===== src/rtl/turn_signal_pkg.sv =====
// Shared types and constants for the turn-signal sequencer.
// Lamp drives are active-low: LAMP_ON drives a lamp lit, LAMP_OFF leaves it dark.
package turn_signal_pkg;

  typedef enum logic [1:0] {
    IDLE   = 2'd0,
    LEFT   = 2'd1,
    RIGHT  = 2'd2,
    HAZARD = 2'd3
  } state_t;

  localparam logic LAMP_OFF = 1'b1;
  localparam logic LAMP_ON  = 1'b0;

endpackage


===== src/rtl/turn_signal_seq_tick_gen.sv =====
// tick_gen: free-running prescaler counting 0..TICK_DIV-1.
// tick is high for the whole cycle in which the counter holds its terminal count.
module tick_gen #(
  parameter int unsigned TICK_DIV = 25_000_000
) (
  input  logic Clk,
  input  logic Res,
  output logic tick
);

  localparam int unsigned CW = (TICK_DIV > 2) ? $clog2(TICK_DIV) : 1;
  localparam logic [CW-1:0] LAST = CW'(TICK_DIV - 1);

  logic [CW-1:0] count;

  assign tick = (count == LAST);

  // Prescaler counter: wraps to 0 after the terminal count, cleared by reset.
  always_ff @(posedge Clk) begin
    if (!Res) begin
      count <= '0;
    end else if (tick) begin
      count <= '0;
    end else begin
      count <= count + CW'(1);
    end
  end

endmodule


===== src/rtl/turn_signal_seq.sv =====
// turn_signal_seq: sequential turn-signal / hazard lamp controller.
// Optional feature macro: TURN_SIGNAL_BRAKE_EN adds a Brake input that forces
// every side not being sequenced by LEFT/RIGHT fully lit (HAZARD takes priority).
module turn_signal_seq
  import turn_signal_pkg::*;
#(
  parameter int unsigned LAMPS    = 3,
  parameter int unsigned TICK_DIV = 25_000_000
) (
  input  logic             Clk,
  input  logic             Res,
  input  logic             L,
  input  logic             R,
`ifdef TURN_SIGNAL_BRAKE_EN
  input  logic             Brake,
`endif
  output logic [LAMPS-1:0] LampL,
  output logic [LAMPS-1:0] LampR,
  output logic [1:0]       Mode
);

  localparam int unsigned SW = $clog2(LAMPS + 1);
  localparam logic [SW-1:0] LAST_STEP = SW'(LAMPS);

  state_t           state, state_next;
  logic [SW-1:0]    step, step_next;
  logic [LAMPS-1:0] seq;
  logic [LAMPS-1:0] lamp_l_next, lamp_r_next;
  logic             tick;

  tick_gen #(
    .TICK_DIV (TICK_DIV)
  ) u_tick_gen (
    .Clk  (Clk),
    .Res  (Res),
    .tick (tick)
  );

  // State and step registers.
  always_ff @(posedge Clk) begin
    if (!Res) begin
      state <= IDLE;
      step  <= '0;
    end else begin
      state <= state_next;
      step  <= step_next;
    end
  end

  // Next state from the request levels and step advance, both only on tick.
  always_comb begin
    state_next = state;
    step_next  = step;
    if (tick) begin
      unique case ({L, R})
        2'b11:   state_next = HAZARD;
        2'b10:   state_next = LEFT;
        2'b01:   state_next = RIGHT;
        default: state_next = IDLE;
      endcase
      if (state_next != state) begin
        step_next = '0;
      end else if (state == HAZARD) begin
        step_next = (step == SW'(1)) ? '0 : step + SW'(1);
      end else begin
        step_next = (step == LAST_STEP) ? '0 : step + SW'(1);
      end
    end
  end

  // Lamp decode from the upcoming state/step so the output registers
  // show the new pattern on the cycle right after the tick.
  always_comb begin
    seq         = {LAMPS{LAMP_OFF}};
    lamp_l_next = {LAMPS{LAMP_OFF}};
    lamp_r_next = {LAMPS{LAMP_OFF}};
    for (int unsigned i = 0; i < LAMPS; i++) begin
      if ((step_next != LAST_STEP) && (SW'(i) <= step_next)) begin
        seq[i] = LAMP_ON;
      end
    end
    unique case (state_next)
      LEFT:    lamp_l_next = seq;
      RIGHT:   lamp_r_next = seq;
      HAZARD: begin
        lamp_l_next = (step_next == '0) ? {LAMPS{LAMP_ON}} : {LAMPS{LAMP_OFF}};
        lamp_r_next = (step_next == '0) ? {LAMPS{LAMP_ON}} : {LAMPS{LAMP_OFF}};
      end
      default: ;
    endcase
`ifdef TURN_SIGNAL_BRAKE_EN
    if (Brake && (state_next != HAZARD)) begin
      if (state_next != LEFT) begin
        lamp_l_next = {LAMPS{LAMP_ON}};
      end
      if (state_next != RIGHT) begin
        lamp_r_next = {LAMPS{LAMP_ON}};
      end
    end
`endif
  end

  // Registered outputs.
  always_ff @(posedge Clk) begin
    if (!Res) begin
      LampL <= {LAMPS{LAMP_OFF}};
      LampR <= {LAMPS{LAMP_OFF}};
      Mode  <= IDLE;
    end else begin
      LampL <= lamp_l_next;
      LampR <= lamp_r_next;
      Mode  <= state_next;
    end
  end

endmodule


===== config.mk =====
export PLATFORM = sky130hd
export DESIGN_NAME = turn_signal_seq
export DESIGN_NICKNAME = d
export VERILOG_FILES = /design/src/rtl/turn_signal_pkg.sv /design/src/rtl/turn_signal_seq_tick_gen.sv /design/src/rtl/turn_signal_seq.sv
export SDC_FILE = /design/constraint.sdc
export NUM_CORES = 1
export LEC_CHECK = 0
export CAP_MARGIN = 20
export CORE_MARGIN = 2
export CORE_UTILIZATION = 55
export DETAILED_ROUTE_END_ITERATION = 8
export PLACE_DENSITY = 0.75
export SLEW_MARGIN = 20
export SYNTH_ARGS = -nofsm -noshare
export SYNTH_HDL_FRONTEND = slang
export SYNTH_SLANG_ARGS = --single-unit

===== constraint.sdc =====
create_clock -name Clk -period 3 [get_ports Clk]
set_input_delay 0.45 -clock Clk [delete_from_list [all_inputs] [get_ports Clk]]
set_output_delay 0.45 -clock Clk [all_outputs]
set_load 0.1 [all_outputs]

==> flow_summary.ini, run 1 <==
[status]
status = finished with violations
violations = design-rule violations

[routing]
routed_wl_microns = 3050
routedWlPerCell_microns = 13.1
drtIter0Drc = 48
vias = 1301
antenna_left = 0
vias_per_cell = 5.58
drc = 3
drtPass1Iterations = 6

[cts]
cts.clk_slew.worst_paths_ns = 0.10
cts_htree_levels = 2
hold_buffers = 0
cts_resized = 0
cts_tree = built
cts_setup_buffers = 0
clkSinkCount = 35
insertion_delay_ns = 0.33
numCtsBuffers = 5
clk_path_buf_depth = 2
cts-root-buf = clkbuf_4

[grt]
grt_pass1_vias = 1265
overflow = 0
grt_pass1_wl_microns = 5310
track_usage_pct = 20.3
grt_max_degree = 24
antenna_found_initial = 0

[setup_path]
crit-reg2reg-launch = u_tick_gen.count[15]
worstRegToRegCells = 8
r2r_slack_ns = 0.42
setup.worst_path.start = u_tick_gen.count[15]
crit_type = flip-flop to flip-flop
cpMaxStageDelayCell = or4b_1
critPathLaunchType = flip-flop
cp_slowest_stage_delay_ns = 0.53
arrival_ns = 2.85
r2r_end = LampL[1]
critPathCaptureType = flip-flop
crit_chain = or4b_1 -> nor3_1 -> nand2_1 -> mux2i_1 -> inv_1 -> ha_1 -> and3_1 -> o21ai_1
path_max_fanout = 6
crit_required_ns = 3.27

[cells_and_area]
fillers = 238
antenna_cells = 0
fin_nets = 214
post-route-util_pct = 65.0
drive_gt1_share_pct = 11.4
area_growth_pct = 9.87

[power]
powerDensity_nw_per_um2 = 393
power_leakage_nw = 0.655
ir_drop_uv = 198
power.total_mw = 0.717

[hold_path]
hp-class = flip-flop to flip-flop
hold_start = u_tick_gen.count[0]
hold_depth = 1
holdPathEnd = u_tick_gen.count[0]

[synthesis]
yosysSeqAreaShare_pct = 42.2
netlist_area_sq_um = 1660
syn_nets = 199
synth-seq-cells = 35
synth-edff-count = 0
yosys_warnings = 0
syn_avg_cell_area_sq_um = 8.83
async_reset_ff_share_pct = 0
syn_inst = 188
ys_types = 31
synth-main-ff-cell = dfxtp_1

[floorplanning]
die_w_microns = 58.9
core_sq_um = 2810
io_pins = 12
die_h_microns = 58.9
die_area_sq_um = 3470
start_util_pct = 59.2
rows = 19

[sta]
period_needed_ns = 2.58
max_slew_margin_pct = 73.7
final.setup.tns_ns = 0
whs_ns = 0.453
fin_skew_ns = 0.00318
worst_slew_pin_slew_ns = 0.385
slew_viol_final = 0
fmax_mhz = 388
setup_violations = 0
rsz0062_at_grt = no
fin_crit_sh_pct = 85.9
hold_viol = 0
worst_slack_ns = 0.422

[flow_run]
maxCapViolations = 0

[placed_design]
dp_hpwl_microns = 2240
preCtsSetupSlack_ns = 0.479
port_buffers = 11
gp_congestion = 0.779
## critical path, delay by kind of cell (launching register included)
kind	cells	cell delay, ns
fa+ha+maj	1	0.31
simple gates	4	1.30
flops	1	0.38
compound gates	1	0.12
mux	1	0.34
buf+inv	1	0.08
## Yosys cell counts, types with 2 or more instances
library cell	instances	area share, %
and3_1	6	2.3
nor4_1	2	0.75
or3_1	2	0.75
o21ai_1	6	1.8
and3b_1	2	1.1
nand3_1	13	3.9
xnor2_1	17	9.0
xor2_1	8	4.2
a21oi_1	2	0.60
nor3_1	6	1.8
buf_2	2	0.60
clkbuf_1	3	0.68
dfxtp_1	35	42
nand2_1	11	2.5
nor4b_1	2	1.1
nand4_1	6	2.3
inv_1	9	2.0
mux2i_1	2	1.2
ha_1	7	5.3
a21oi_2	2	1.1
o21ai_4	2	2.0
nor2_1	33	7.5
or4_4	2	1.4
## where the power goes
group	total (mW)	switching, mW	internal, mW	leakage [nW]
sequential	0.471	0.00287	0.468	0.283
clock	0.227	0.144	0.0833	0.0242
combinational	0.0198	0.0108	0.00905	0.348
total	0.717	0.157	0.560	0.655
## stage by stage
stage	instances	area (sq um)
final	233	1820
after global routing	233	1820
after CTS	233	1820
after detailed placement	227	1780
after global placement	227	1780
after floorplan	188	1660
## routing by layer
layer | vias to the layer above | share of wire (%) | routed length, microns | GRT usage (%)
li1 | 669 | - | - | -
met1 | 601 | 47 | 1440 | 23.4
met2 | 24 | 47 | 1420 | 35.4
met3 | 7 | 4.7 | 144 | 5.93
met4 | 0 | 1.6 | 50 | 7.79
met5 | - | 0 | 0 | 0
## worst max path at each step
stage                     endpoint  slack [ns]
after global routing      LampL[1]        0.23
after global placement    LampL[0]        0.50
after floorplan           LampL[1]        0.59
after detailed placement  LampL[1]        0.48
final                     LampL[1]        0.42
after CTS                 LampL[1]        0.45
## logic make-up after synthesis
group / synth area share [%]
AO/OA/AOI/OAI: 6.48
multiplexers: 1.21
adder cells (fa/ha/maj): 5.27
flip-flops: 42.2
XOR/XNOR: 13.2
buffers and inverters: 3.32
AND/OR/NAND/NOR: 28.3
## sequential cells by signal, indices dropped and copies added, names as in the netlist
register / cells
step: 2
Mode: 2
LampR: 3
LampL: 3
u_tick_gen.count: 25
## cell usage in the layout (no fill, tap or decap), types with 3 or more instances in the layout
cell type,instances
xor2_1,8
clkdlybuf4s50_1,3
nor3_1,6
xnor2_1,17
clkbuf_4,5
ha_1,7
inv_1,9
nand3_1,13
dfxtp_1,35
nand4_1,6
nor2_1,33
o21ai_1,6
nand2_1,11
buf_4,10
and3_1,6
## area by class of cell
class | count | area [sq um] | area share, %
multi-input combinational | 139 | 905 | 49.6
tap | 31 | 38.8 | 2.13
inverter | 9 | 33.8 | 1.85
clock buffer | 6 | 41.3 | 2.26
sequential | 35 | 701 | 38.4
timing repair buffer | 13 | 105 | 5.76
Power figures use the tool's default switching activity.
==> run 2: changes to the inputs <==
- MAX_ROUTING_LAYER: unset -> met4
==> run 2 against run 1 <==
Effect of this change: the run still ends with design-rule violations left; core utilization is the same; via count rose by 0.46%; register-to-register slack is essentially flat; final cell count did not move; total power down 0.53%; clock skew about the same; clock-buffer cell count unchanged; wire length fell by 0.75%; die area unchanged; critical path type unchanged; critical endpoint unchanged; largest cell class unchanged.
==> flow_summary.ini, run 2 (same netlist as run 1, synthesis figures left out) <==
[status]
violations = design-rule violations
status = finished with violations

[placed_design]
preCtsSetupSlack_ns = 0.479
dp_hpwl_microns = 2240
gp_congestion = 0.790
port_buffers = 11
placedCellCount = 227

[floorplanning]
io_pins = 12
die_h_microns = 58.9
rows = 19
die_w_microns = 58.9
core_sq_um = 2810
die_area_sq_um = 3470
start_util_pct = 59.2

[cts]
clkSinkCount = 35
cts_htree_levels = 2
cts_resized = 0
numCtsBuffers = 5
cts-root-buf = clkbuf_4
cts_setup_buffers = 0
cts_tree = built
clk_path_buf_depth = 2
hold_buffers = 0
insertion_delay_ns = 0.32
cts.clk_slew.worst_paths_ns = 0.10

[routing]
routedWlPerCell_microns = 13.0
drtPass1Iterations = 6
routed_wl_microns = 3030
antenna_left = 0
vias_per_cell = 5.61
drtIter0Drc = 43
vias = 1307
drc = 3

[sta]
whs_ns = 0.452
final.setup.tns_ns = 0
period_needed_ns = 2.58
setup_violations = 0
fin_skew_ns = 0.00359
fin_crit_sh_pct = 86.0
fmax_mhz = 387
slew_viol_final = 0
rsz0062_at_grt = no
worst_slack_ns = 0.419
max_slew_margin_pct = 73.7
hold_viol = 0
worst_slew_pin_slew_ns = 0.385

[grt]
grt_max_degree = 24
antenna_found_initial = 0
overflow = 0
track_usage_pct = 21.0
grt_pass1_wl_microns = 5310
grt_pass1_vias = 1267

[cells_and_area]
largest_register_ffs = 25
post-route-util_pct = 65.0
antenna_cells = 0
largest_register = u_tick_gen.count
multiInputGateArea_sq_um = 905
fillers = 238
final_cell_mix = 35 x dfxtp_1, 33 x nor2_1, 17 x xnor2_1
layout_commonest_cell = dfxtp_1
fin_nets = 214
regArea_sq_um = 701
largestRegisters = u_tick_gen.count (25), LampL (3), LampR (3)
drive_gt1_share_pct = 11.4
final_cells = 233
area_growth_pct = 9.87

[setup_path]
crit_required_ns = 3.26
cp_slowest_stage_delay_ns = 0.53
cpLargestDelayFamily = simple AND/OR/NAND/NOR gates
critPathLaunchType = flip-flop
crit_type = flip-flop to flip-flop
cpMaxStageDelayCell = or4b_1
crit_chain = or4b_1 -> nor3_1 -> nand2_1 -> mux2i_1 -> inv_1 -> ha_1 -> and3_1 -> o21ai_1
path_max_fanout = 6
arrival_ns = 2.84
critPathBufInv = 1
critPathCaptureType = flip-flop

[hold_path]
hp-class = flip-flop to flip-flop

[flow_run]
maxCapViolations = 0

[power]
powerDensity_nw_per_um2 = 391
ir_drop_uv = 196
power_leakage_nw = 0.655
## run 2: where the power goes
| group | total [mW] | switching [mW] | internal, mW | leakage (nW) |
|---|---|---|---|---|
| Clock | 0.223 | 0.140 | 0.0834 | 0.0242 |
| Combinational | 0.0199 | 0.0108 | 0.00907 | 0.348 |
| Sequential | 0.471 | 0.00287 | 0.468 | 0.283 |
## run 2: path summary, 6_finish.rpt
| path | slack (ns) | from | depth (start not counted) | to |
|---|---|---|---|---|
| max reg2reg | 0.42 | u_tick_gen.count[15] | 8 | LampL[1] |
| max | 0.42 | u_tick_gen.count[15] | 8 | LampL[1] |
| min | 0.45 | u_tick_gen.count[0] | 1 | u_tick_gen.count[0] |
| min reg2reg | 0.45 | u_tick_gen.count[0] | 1 | u_tick_gen.count[0] |
## run 2: area by class of cell
type,instances,area share (%)
Timing Repair Buffer,13,5.76
Tap cell,31,2.13
Clock buffer,6,2.26
Sequential cell,35,38.4
Inverter,9,1.85
Multi-Input combinational cell,139,49.6
## run 2: layer usage
metal | GRT usage (%) | routed length, microns | vias to the layer above | share of wire [%]
met5 | - | 0 | - | 0
met4 | 7.79 | 40 | 0 | 1.3
met3 | 5.93 | 134 | 5 | 4.4
met2 | 35.4 | 1420 | 30 | 47
met1 | 23.4 | 1430 | 598 | 47
li1 | - | - | 674 | -
## run 2: worst reg2reg max path, delay by kind of cell (launching register included)
family | cells | cell delay, ns
AO/OA/AOI/OAI | 1 | 0.12
adder cells (fa/ha/maj) | 1 | 0.31
buffers and inverters | 1 | 0.08
flip-flops | 1 | 0.38
multiplexers | 1 | 0.34
AND/OR/NAND/NOR | 4 | 1.30
## run 2: metrics by stage
step | cell area (sq um) | total power, mW
2_1_floorplan | 1660 | 0.492
3_3_place_gp | 1780 | 0.500
3_5_place_dp | 1780 | 0.501
4_1_cts | 1820 | 0.722
5_1_grt | 1820 | 0.741
6_report | 1820 | 0.713
==> run 3: changes to the inputs <==
- CORE_UTILIZATION: 55 -> 52
- PLACE_DENSITY: 0.75 -> 0.72
==> run 3 against run 2 <==
Effect of this change: the flow now finishes without violations; die area grew 5.4%; non-clock buffer count did not move; register-to-register slack barely moved; hold slack better by 0.013 ns; core utilization down 3.8 points; global-route usage is 1.8 points lower; sequential power about the same; critical path depth is the same; fmax up 0.31%; critical path type unchanged; largest power group unchanged.
==> flow_summary.ini, run 3 (same netlist as run 1, synthesis figures left out) <==
[status]
status = complete, no violations

[setup_path]
cpMaxStageDelayCell = or4b_1
critPathBufInv = 1
arrival_ns = 2.84
crit_type = flip-flop to flip-flop
critPathLaunchType = flip-flop
cp_slowest_stage_delay_ns = 0.53
crit_chain = or4b_1 -> nor3_1 -> nand2_1 -> mux2i_1 -> inv_1 -> ha_1 -> and3_1 -> o21ai_1
critPathCaptureType = flip-flop
crit_required_ns = 3.27
cpLargestDelayFamily = simple AND/OR/NAND/NOR gates
path_max_fanout = 6

[floorplanning]
start_util_pct = 54.4
die_w_microns = 60.5
die_area_sq_um = 3660
rows = 20
die_h_microns = 60.5
io_pins = 12
core_sq_um = 3050

[grt]
grt_max_degree = 14
grt_pass1_wl_microns = 4990
grt_pass1_vias = 1160
antenna_found_initial = 0
track_usage_pct = 19.2
overflow = 0

[sta]
hold_viol = 0
whs_ns = 0.466
slew_viol_final = 0
rsz0062_at_grt = no
final.setup.tns_ns = 0
period_needed_ns = 2.57
fin_crit_sh_pct = 85.8
fin_skew_ns = 0.00839
setup_violations = 0
max_slew_margin_pct = 71.1
worst_slew_pin_slew_ns = 0.430
fmax_mhz = 389

[placed_design]
gp_congestion = 0.882
placedCellCount = 240
dp_hpwl_microns = 2180
port_buffers = 11

[cells_and_area]
largest_register_ffs = 25
area_growth_pct = 12.5
largestRegisters = u_tick_gen.count (25), LampL (3), LampR (3)
final_cell_mix = 35 x dfxtp_1, 33 x nor2_1, 17 x xnor2_1
final_cells = 248
layout_commonest_cell = dfxtp_1
largest_register = u_tick_gen.count
fin_nets = 214
drive_gt1_share_pct = 12.3
antenna_cells = 0

[cts]
clkSinkCount = 35
hold_buffers = 0
cts.clk_slew.worst_paths_ns = 0.10
cts_setup_buffers = 0
cts-root-buf = clkbuf_4
cts_resized = 0
cts_tree = built
clk_path_buf_depth = 2
cts_htree_levels = 2
numCtsBuffers = 5
insertion_delay_ns = 0.34

[routing]
drtIter0Drc = 59
antenna_left = 0
routedWlPerCell_microns = 11.7
vias_per_cell = 5.27
routed_wl_microns = 2890
vias = 1308
drtPass1Iterations = 4
drc = 0

[power]
ir_drop_uv = 189
powerDensity_nw_per_um2 = 415
power_leakage_nw = 0.670

[hold_path]
hp-class = flip-flop to flip-flop

[flow_run]
maxCapViolations = 0
-- run 3: changes by cell type in the layout (fill, tap and decap cells not counted), sizes merged --
cell,delta
clkbuf,+2
-- run 3: final timing paths --
check,from,to,slack [ns],cells after the start
max,u_tick_gen.count[15],LampR[1],0.43,8
max reg2reg,u_tick_gen.count[15],LampR[1],0.43,8
min,u_tick_gen.count[0],u_tick_gen.count[0],0.47,1
min reg2reg,u_tick_gen.count[0],u_tick_gen.count[0],0.47,1
-- run 3: final cells by class --
cell class                      instances  area, sq um
Clock buffer                            8         68.8
Inverter                                9         33.8
Timing Repair Buffer                   13          105
Fill cell                             282         1180
Sequential cell                        35          701
Multi-Input combinational cell        139          905
Tap cell                               44         55.1
-- run 3: power breakdown --
| group | total (mW) | switching (mW) | internal [mW] |
|---|---|---|---|
| registers | 0.471 | 0.00299 | 0.468 |
| logic | 0.0193 | 0.0104 | 0.00892 |
| clock network | 0.286 | 0.148 | 0.138 |
| total | 0.776 | 0.162 | 0.614 |
-- run 3: metal layers --
| metal | global-route usage, % | part of all wire, % | up-vias |
|---|---|---|---|
| met2 | 30.0 | 45 | 24 |
| met5 | - | 0 | - |
| met1 | 22.5 | 49 | 606 |
| met4 | 10.2 | 2.2 | 0 |
| met3 | 5.12 | 3.7 | 7 |
| li1 | - | - | 671 |
-- run 3: through the flow --
| step | utilization [%] | cell area, sq um | power, mW | worst slack (ns) |
|---|---|---|---|---|
| floorplan | - | 1660 | 0.492 | 0.588 |
| global placement | 58.9 | 1800 | 0.500 | 0.548 |
| detailed placement | 58.9 | 1800 | 0.501 | 0.468 |
| CTS | 61.2 | 1870 | 0.786 | 0.433 |
| global route | 61.2 | 1870 | 0.807 | 0.168 |
| finish | 61.2 | 1870 | 0.776 | 0.427 |
